===== config.mk =====
export PLATFORM = sky130hd
export DESIGN_NAME = bridge_router
export DESIGN_NICKNAME = d
export VERILOG_FILES = /design/src/rtl/bridge_router.sv
export SDC_FILE = /design/constraint.sdc
export NUM_CORES = 1
export LEC_CHECK = 0
export CAP_MARGIN = 20
export CORE_AREA = 3 3 159 161
export CTS_BUF_LIST = sky130_fd_sc_hd__clkbuf_8
export CTS_CLUSTER_SIZE = 14
export DETAILED_ROUTE_END_ITERATION = 10
export DIE_AREA = 0 0 162 164
export PLACE_DENSITY = 0.65
export SLEW_MARGIN = 0
export SYNTH_ARGS = -nofsm -noshare
export SYNTH_HDL_FRONTEND = slang
export SYNTH_SLANG_ARGS = --single-unit

===== constraint.sdc =====
create_clock -name clk -period 3.25 [get_ports clk]
set_input_delay 0.65 -clock clk [delete_from_list [all_inputs] [get_ports clk]]
set_output_delay 0.65 -clock clk [all_outputs]
set_load 0.02 [all_outputs]

===== src/rtl/bridge_router.sv =====
`default_nettype none
// ============================================================================
// Module   : bridge_router
// Purpose  : Decodes the APF bridge bus onto NUM_LEAVES leaves using
//            per-leaf inclusive address ranges. Leaf strobes, the broadcast
//            address and the write data are registered. Read returns go
//            through a pipeline that matches the programmable leaf read
//            latency. Accesses that hit no leaf return UNMAPPED_DATA and
//            are counted, and the most recent miss address is recorded.
// Revision : 1.0  initial release
// ----------------------------------------------------------------------------
// Ports
//   clk                 in   bridge clock (clk_74a domain)
//   reset               in   synchronous active-high reset
//   bridge_addr         in   ADDR_W      bridge address
//   bridge_wr           in   1           write strobe (single cycle)
//   bridge_wr_data      in   DATA_W      write data
//   bridge_rd           in   1           read strobe (single cycle)
//   bridge_rd_data      out  DATA_W      registered read return
//   leaf_addr           out  ADDR_W      registered broadcast address
//   leaf_wr_data        out  DATA_W      registered broadcast write data
//   leaf_wr             out  NUM_LEAVES  one-hot write strobes
//   leaf_rd             out  NUM_LEAVES  one-hot read strobes
//   leaf_rd_data        in   NUM_LEAVES*DATA_W, leaf i in slice i
//   unmapped_count      out  ERR_CNT_W   saturating unmapped-access count
//   last_unmapped_addr  out  ADDR_W      most recent unmapped address
// ----------------------------------------------------------------------------
// Build option
//   BRIDGE_ROUTER_BYTESWAP_EN : when defined, write data and captured read
//   data (UNMAPPED_DATA included) are byte-reversed. Address is untouched.
// ============================================================================
module bridge_router #(
  parameter int                           NUM_LEAVES    = 6,
  parameter int                           ADDR_W        = 32,
  parameter int                           DATA_W        = 32,
  parameter logic [NUM_LEAVES*ADDR_W-1:0] ADDR_FROM     = '0,
  parameter logic [NUM_LEAVES*ADDR_W-1:0] ADDR_TO       = '0,
  parameter int                           READ_LATENCY  = 2,
  parameter logic [DATA_W-1:0]            UNMAPPED_DATA = '0,
  parameter int                           ERR_CNT_W     = 16
) (
  input  logic                         clk,
  input  logic                         reset,
  input  logic [ADDR_W-1:0]            bridge_addr,
  input  logic                         bridge_wr,
  input  logic [DATA_W-1:0]            bridge_wr_data,
  input  logic                         bridge_rd,
  output logic [DATA_W-1:0]            bridge_rd_data,
  output logic [ADDR_W-1:0]            leaf_addr,
  output logic [DATA_W-1:0]            leaf_wr_data,
  output logic [NUM_LEAVES-1:0]        leaf_wr,
  output logic [NUM_LEAVES-1:0]        leaf_rd,
  input  logic [NUM_LEAVES*DATA_W-1:0] leaf_rd_data,
  output logic [ERR_CNT_W-1:0]         unmapped_count,
  output logic [ADDR_W-1:0]            last_unmapped_addr
);

  localparam int IDX_W = (NUM_LEAVES > 1) ? $clog2(NUM_LEAVES) : 1;
  localparam int RL    = READ_LATENCY;

  function automatic logic [DATA_W-1:0] f_swap(input logic [DATA_W-1:0] d);
    logic [DATA_W-1:0] r;
`ifdef BRIDGE_ROUTER_BYTESWAP_EN
    for (int b = 0; b < DATA_W/8; b++) begin
      r[b*8 +: 8] = d[(DATA_W/8-1-b)*8 +: 8];
    end
`else
    r = d;
`endif
    return r;
  endfunction

  // Address decode
  logic             hit;
  logic [IDX_W-1:0] hit_idx;

  always_comb begin
    hit     = 1'b0;
    hit_idx = '0;
    // Walk downward so the lowest matching index is the one left standing.
    for (int i = NUM_LEAVES-1; i >= 0; i--) begin
      if ((bridge_addr >= ADDR_FROM[i*ADDR_W +: ADDR_W]) &&
          (bridge_addr <= ADDR_TO[i*ADDR_W +: ADDR_W])) begin
        hit     = 1'b1;
        hit_idx = IDX_W'(i);
      end
    end
  end

  // Registered state
  logic [ADDR_W-1:0]     addr_q, addr_d;
  logic [DATA_W-1:0]     wdata_q, wdata_d;
  logic [NUM_LEAVES-1:0] wr_q, wr_d;
  logic [NUM_LEAVES-1:0] rd_q, rd_d;
  logic [ERR_CNT_W-1:0]  cnt_q, cnt_d;
  logic [ADDR_W-1:0]     last_q, last_d;
  logic [DATA_W-1:0]     rdata_q, rdata_d;

  // Read tracking pipeline: stage 0 launches alongside leaf_rd, stage RL
  // lines up with the cycle in which the leaf presents its data.
  logic [RL:0]      vld_q;
  logic [RL:0]      unm_q;
  logic [IDX_W-1:0] idx_q [RL:0];

  logic             miss;
  logic [DATA_W-1:0] sel_data;

  always_comb begin
    miss     = (bridge_wr | bridge_rd) & ~hit;
    addr_d   = addr_q;
    wdata_d  = wdata_q;
    wr_d     = '0;
    rd_d     = '0;
    cnt_d    = cnt_q;
    last_d   = last_q;
    rdata_d  = rdata_q;
    sel_data = '0;

    if (bridge_wr | bridge_rd) begin
      addr_d  = bridge_addr;
      wdata_d = f_swap(bridge_wr_data);
    end

    for (int i = 0; i < NUM_LEAVES; i++) begin
      wr_d[i] = bridge_wr & hit & (hit_idx == IDX_W'(i));
      rd_d[i] = bridge_rd & hit & (hit_idx == IDX_W'(i));
      if (idx_q[RL] == IDX_W'(i)) begin
        sel_data = leaf_rd_data[i*DATA_W +: DATA_W];
      end
    end

    // One increment per cycle even if both strobes miss.
    if (miss) begin
      last_d = bridge_addr;
      if (cnt_q != {ERR_CNT_W{1'b1}}) begin
        cnt_d = cnt_q + 1'b1;
      end
    end

    if (vld_q[RL]) begin
      rdata_d = unm_q[RL] ? f_swap(UNMAPPED_DATA) : f_swap(sel_data);
    end
  end

  always_ff @(posedge clk) begin
    if (reset) begin
      addr_q  <= '0;
      wdata_q <= '0;
      wr_q    <= '0;
      rd_q    <= '0;
      cnt_q   <= '0;
      last_q  <= '0;
      rdata_q <= '0;
      vld_q   <= '0;
      unm_q   <= '0;
      for (int k = 0; k <= RL; k++) begin
        idx_q[k] <= '0;
      end
    end else begin
      addr_q   <= addr_d;
      wdata_q  <= wdata_d;
      wr_q     <= wr_d;
      rd_q     <= rd_d;
      cnt_q    <= cnt_d;
      last_q   <= last_d;
      rdata_q  <= rdata_d;
      vld_q[0] <= bridge_rd;
      unm_q[0] <= ~hit;
      idx_q[0] <= hit_idx;
      for (int k = 1; k <= RL; k++) begin
        vld_q[k] <= vld_q[k-1];
        unm_q[k] <= unm_q[k-1];
        idx_q[k] <= idx_q[k-1];
      end
    end
  end

  assign bridge_rd_data     = rdata_q;
  assign leaf_addr          = addr_q;
  assign leaf_wr_data       = wdata_q;
  assign leaf_wr            = wr_q;
  assign leaf_rd            = rd_q;
  assign unmapped_count     = cnt_q;
  assign last_unmapped_addr = last_q;

endmodule
`default_nettype wire


Word-level counts from Yosys, hierarchy flattened:

Memory sizes are Yosys's and may differ from the RTL's.
Index checks and enable logic that the tools add are counted.

* memories kept: 1
* RAM bits: 9
* input port bits: 260
* flip-flop bits (word level): 152

Memory list
* idx_q: depth 3, width 3, rd ports 3, clocked after Yosys merged registers in 0, wr ports 3, RTL line 103 `logic [IDX_W-1:0] idx_q [RL:0];`

* mux-type cells: 14
* order comparisons: 2
* equality and inequality tests: 6
* reduce and logical (&&, ||, !) cells: 3
* $add $sub $neg: 1
* bitwise gates (word level): 8

Operators by type and width (number)
* two-way mux 32 bit: 7
* greater-or-equal comparator 32 x 1 -> 1 bit, second input constant: 1
* less-or-equal comparator 32 x 1 -> 1 bit, second input constant: 1
* adder 16 x 1 -> 16 bit, second input constant: 1
* inequality test 16 bit, second input constant: 1
* two-way mux 3 bit: 3
* equality test 3 x 2 -> 1 bit, second input constant: 2
* equality test 3 bit, second input constant: 2
* two-way mux 1 bit: 4
* OR 1 bit: 4
* bitwise AND 1 bit: 3
* equality test 3 x 1 -> 1 bit, second input constant: 1
* zero test 3 bit: 1
* AND reduction 2 bit: 1
* logical AND 1 bit: 1
* NOT 1 bit: 1

Depth between registers and ports, before layout:

An unclocked memory read counts as a cell.

* depth after elaboration: 9
* mapped depth: 8

Worst setup path before layout:

Ideal clock, no wire load.

* path type: in2reg
* from: input bridge_addr[16]
* to: register cnt_q[1], in the netlist unmapped_count[1]
* stages: 7
* required time: 3.180 ns
* path slack: 1.260 ns
* arrival time: 1.920 ns
* path buffers: 2
* setup time: 0.070 ns
* path through: nor4_1 -> nand4_1 -> o21ai_0 -> clkbuf_1 -> buf_2 -> o21ai_0 -> a21oi_1

* longest elaborated chain between the ends: 6
* elaborated cells on any way between the ends: 7
* classes of those cells: order compare (2); mux (1); bitwise (2); reduce/logical (2)

RTL lines
* start, declared: RTL line 44 `input logic [ADDR_W-1:0] bridge_addr,`
* greater-or-equal comparator 32 x 1 -> 1 bit / less-or-equal comparator 32 x 1 -> 1 bit (equally long branches): RTL line 82, 83
* logical AND 1 bit (*): RTL line 82 `if ((bridge_addr >= ADDR_FROM[i*ADDR_W +: ADDR_W]) &&`
* two-way mux 1 bit (*): RTL line 82
* NOT 1 bit (*): RTL line 109 `miss = (bridge_wr | bridge_rd) & ~hit;`
* bitwise AND 1 bit (*): RTL line 109
* AND reduction 2 bit (no source line) (*)
* end signal, assigned: RTL line 164 `cnt_q <= cnt_d;`
* end, declared: RTL line 95 `logic [ERR_CNT_W-1:0] cnt_q, cnt_d;`

Every way passes the cells marked *; elsewhere a longest branch is shown, timed or not.
A chain may end at the register's enable or synchronous reset.

Worst setup path after layout:

* from: input bridge_addr[31]
* to: register last_q[7], in the netlist last_unmapped_addr[7]

* longest elaborated chain between the ends: 5
* elaborated cells on any way between the ends: 6
* classes of those cells: order compare (2); mux (1); bitwise (2); reduce/logical (1)

RTL lines
* greater-or-equal comparator 32 x 1 -> 1 bit / less-or-equal comparator 32 x 1 -> 1 bit (equally long branches): RTL line 82, 83
* logical AND 1 bit (*): RTL line 82
* two-way mux 1 bit (*): RTL line 82
* NOT 1 bit (*): RTL line 109
* bitwise AND 1 bit (*): RTL line 109
* end signal, assigned: RTL line 165 `last_q <= last_d;`
* end, declared: RTL line 96 `logic [ADDR_W-1:0] last_q, last_d;`

Marks and branches as above.

==> metrics <==
Hold Path Class=register to register; Worst Hold Launch=vld_q[1]$_SDFF_PP0_; final total power=roughly 4 mW; GR Util All Layers=13.6%; crit path from=bridge_addr[31]; first-pass GRT wire length=28200 um; most frequent cell after synthesis=nand2_1; Rel. slew slack=between 60% and 70%; antenna violations before repair=1; Simple-Gate Fraction of Synth Area=roughly a quarter; die width=162 um; cell count after synthesis=657; clock power share=about a third; Yosys reg bits=~150; dpl ws=between 150 and 200 ps; CTS buffer count=17; Finished Layout Cells=around 1200; CP max stage delay=about 470 ps; DP Cell Count=approximately 1200; I/O pin count=roughly 420; die area=between 20000 and 30000 um2; Tmin final=roughly 2400 ps; Total Wirelength=roughly 19000 um; combinational power share=15.4%; buffers plus inverters on the worst setup path=2; Worst-Margin Slew=584 ps; post-CTS setup buffer count=0; Internal=approximately 2.9 mW; Final #Nets=~1100; vias after detailed routing=about 5300; Psw=around 1.1 mW; worst path required time=around 3600 ps; initial DRC count=approximately 280; largest net degree at the start of global routing=80; Max Fclk=approximately 0.4 GHz; final hold slack=about 440 ps; Antenna Cells=0; WS Path Type=input port to register; Post-Syn Area=between 5000 and 6000 um2; CP delay by family, top=simple AND/OR/NAND/NOR gates; final worst slack=between 800 and 900 ps; worst vdd ir=approximately 210 uV; Reg-to-Reg Start=unmapped_count[0]$_SDFFE_PP0P_; clk_lat worst skew=roughly 440 ps; crit end category=register; post-route ant nets=0; mux share of post-synthesis cell area=0%; Post-Place Cell Area=~8200 um2; final core occ=about 36%; Commonest cells post-synth=165 x nand2_1, 152 x dfxtp_1, 143 x a21oi_1; xor/xnor share of the synthesized area=0%; CTS root buf=clkbuf_8; largest family of logic cells by synthesized area=simple AND/OR/NAND/NOR gates; Slew Viols, Final=0; Final Wtd Congestion=~0.73; switch share=roughly 28%; area share of fa/ha/maj cells after synthesis=less than 1%; Post-synth ARST share=0%; die height=around 160 um; Clock Skew=about 15 ps; hold buffer count at cts=0; Ys Warns=0; FILL cells=about 2500; setup TNS=0 ps; share of the synthesized area in the top cell type=55.5%; outcome=completed; Num Clock Sinks=roughly 150; CP max-delay cell=clkdlybuf4s50_1; Reg power frac=49.6%; worst path cell trace=clkdlybuf4s50_1 -> nor4_1 -> nand4_1 -> o21ai_4 -> buf_4 -> nand2_1 -> a21oi_1; average vias per placed instance=~4.3; Max Cap Viol=0; number of distinct library cells after synthesis=36; global route total overflow=0; Post-synth top flop=dfxtp_1; core box area=about 24000 um2; final hold viol count=0; fin crit share=~75%; share of cells above drive strength 1=under 10%; DP Wirelength=about 13000 um; PortBufs=approximately 250; worst-path maximum fanout=25; Worst-path clk slew=80 ps; drt pass-1 iters=4; Seq/Total Area, Yosys=a little under three fifths; Synth area leaders=dfxtp_1 55%, a21oi_1 13%, nand2_1 11%; Clock Path Buffers=2; Avg Cell Area, Syn=about 8.4 um2; Setup-failing EPs final=0; CP arrival=2790 ps; Leakage=3.16 nW; starting density of the core=around 23%; row cnt=57; Critical Path Source Type=input port; unrepaired setup endpoints after global routing=false; Post-CTS Resized=0; Area Overhead vs Synth=57.1%; compound-gate portion of the synthesized area=roughly 15%; Final Cell Area=roughly 8600 um2; DR DRC count=0; drt wl/cell=roughly 15 um; CTS tree=done; Synth area leader=dfxtp_1; H-Tree Level Count=4; Cell Pwr Density=466 nW/um2; vias in the first global route=4964; FF-to-FF setup slack=between 1000 and 1500 ps; number of synthesized flops with an enable pin=0
## layout by cell type (no fill, tap or decap), drive strengths merged, types with 5 or more instances in the layout
| cell | count |
|---|---|
| o31ai | 10 |
| a21oi | 143 |
| nor4 | 9 |
| clkbuf | 18 |
| nor2b | 37 |
| or4 | 9 |
| nand4 | 6 |
| nor2 | 37 |
| dfxtp | 152 |
| buf | 13 |
| conb | 10 |
| inv | 7 |
| nand3 | 5 |
| clkdlybuf4s50 | 244 |
| nand2 | 165 |
## sequential cells by signal (all words and copies together) (netlist names)
name	cells
leaf_rd	1
bridge_rd_data	32
unm_q	3
vld_q	3
leaf_addr	32
last_unmapped_addr	32
leaf_wr_data	32
leaf_wr	1
unmapped_count	16
## worst reg2reg max path: stages, from the launching register on
cell     delay [ps]
dfxtp_1         430
ha_1            250
nand4_1         170
nor2_1          310
and3_1          600
or3b_2          230
a21oi_1          50
## path summary, 6_finish.rpt
check	depth (start not counted)	end
hold reg to reg	1	vld_q[2]$_SDFF_PP0_
setup reg to reg	6	unmapped_count[1]$_SDFFE_PP0P_
setup / recovery	7	last_unmapped_addr[7]$_SDFFE_PP0P_
hold / removal	1	vld_q[2]$_SDFF_PP0_
## kinds of logic after synthesis
family	after synthesis
AO/OA/AOI/OAI	161
adder cells (fa/ha/maj)	1
buffers and inverters	57
flip-flops	152
other	1
AND/OR/NAND/NOR	285
## layer usage
metal  global-route usage (%)  routed length [um]
met1                     16.9                8430
met2                     20.4                7720
met3                     7.19                2270
met4                     3.84                 251
met5                        0                  13
## area by class of cell
cell class	count	area [um2]	share of cell area, %
Clock buffer	18	248	2.87
Clock inverter	14	123	1.42
Inverter	2	7.51	0.0871
Multi-Input combinational cell	457	2230	25.8
Sequential cell	152	3040	35.3
Tap cell	324	405	4.70
Timing Repair Buffer	257	2560	29.8
## power by group through the flow
| stage | sequential [mW] | combinational, mW | clock (mW) |
|---|---|---|---|
| 5_1_grt | 2.01 | 0.667 | 1.56 |
| 4_1_cts | 1.99 | 0.629 | 1.48 |
| 2_1_floorplan | 2.14 | 0.171 | 0 |
| 6_report | 1.99 | 0.619 | 1.40 |
| 3_5_place_dp | 2.04 | 0.627 | 0 |
| 3_3_place_gp | 2.03 | 0.624 | 0 |
No activity file was read; power rests on OpenSTA's default activity.
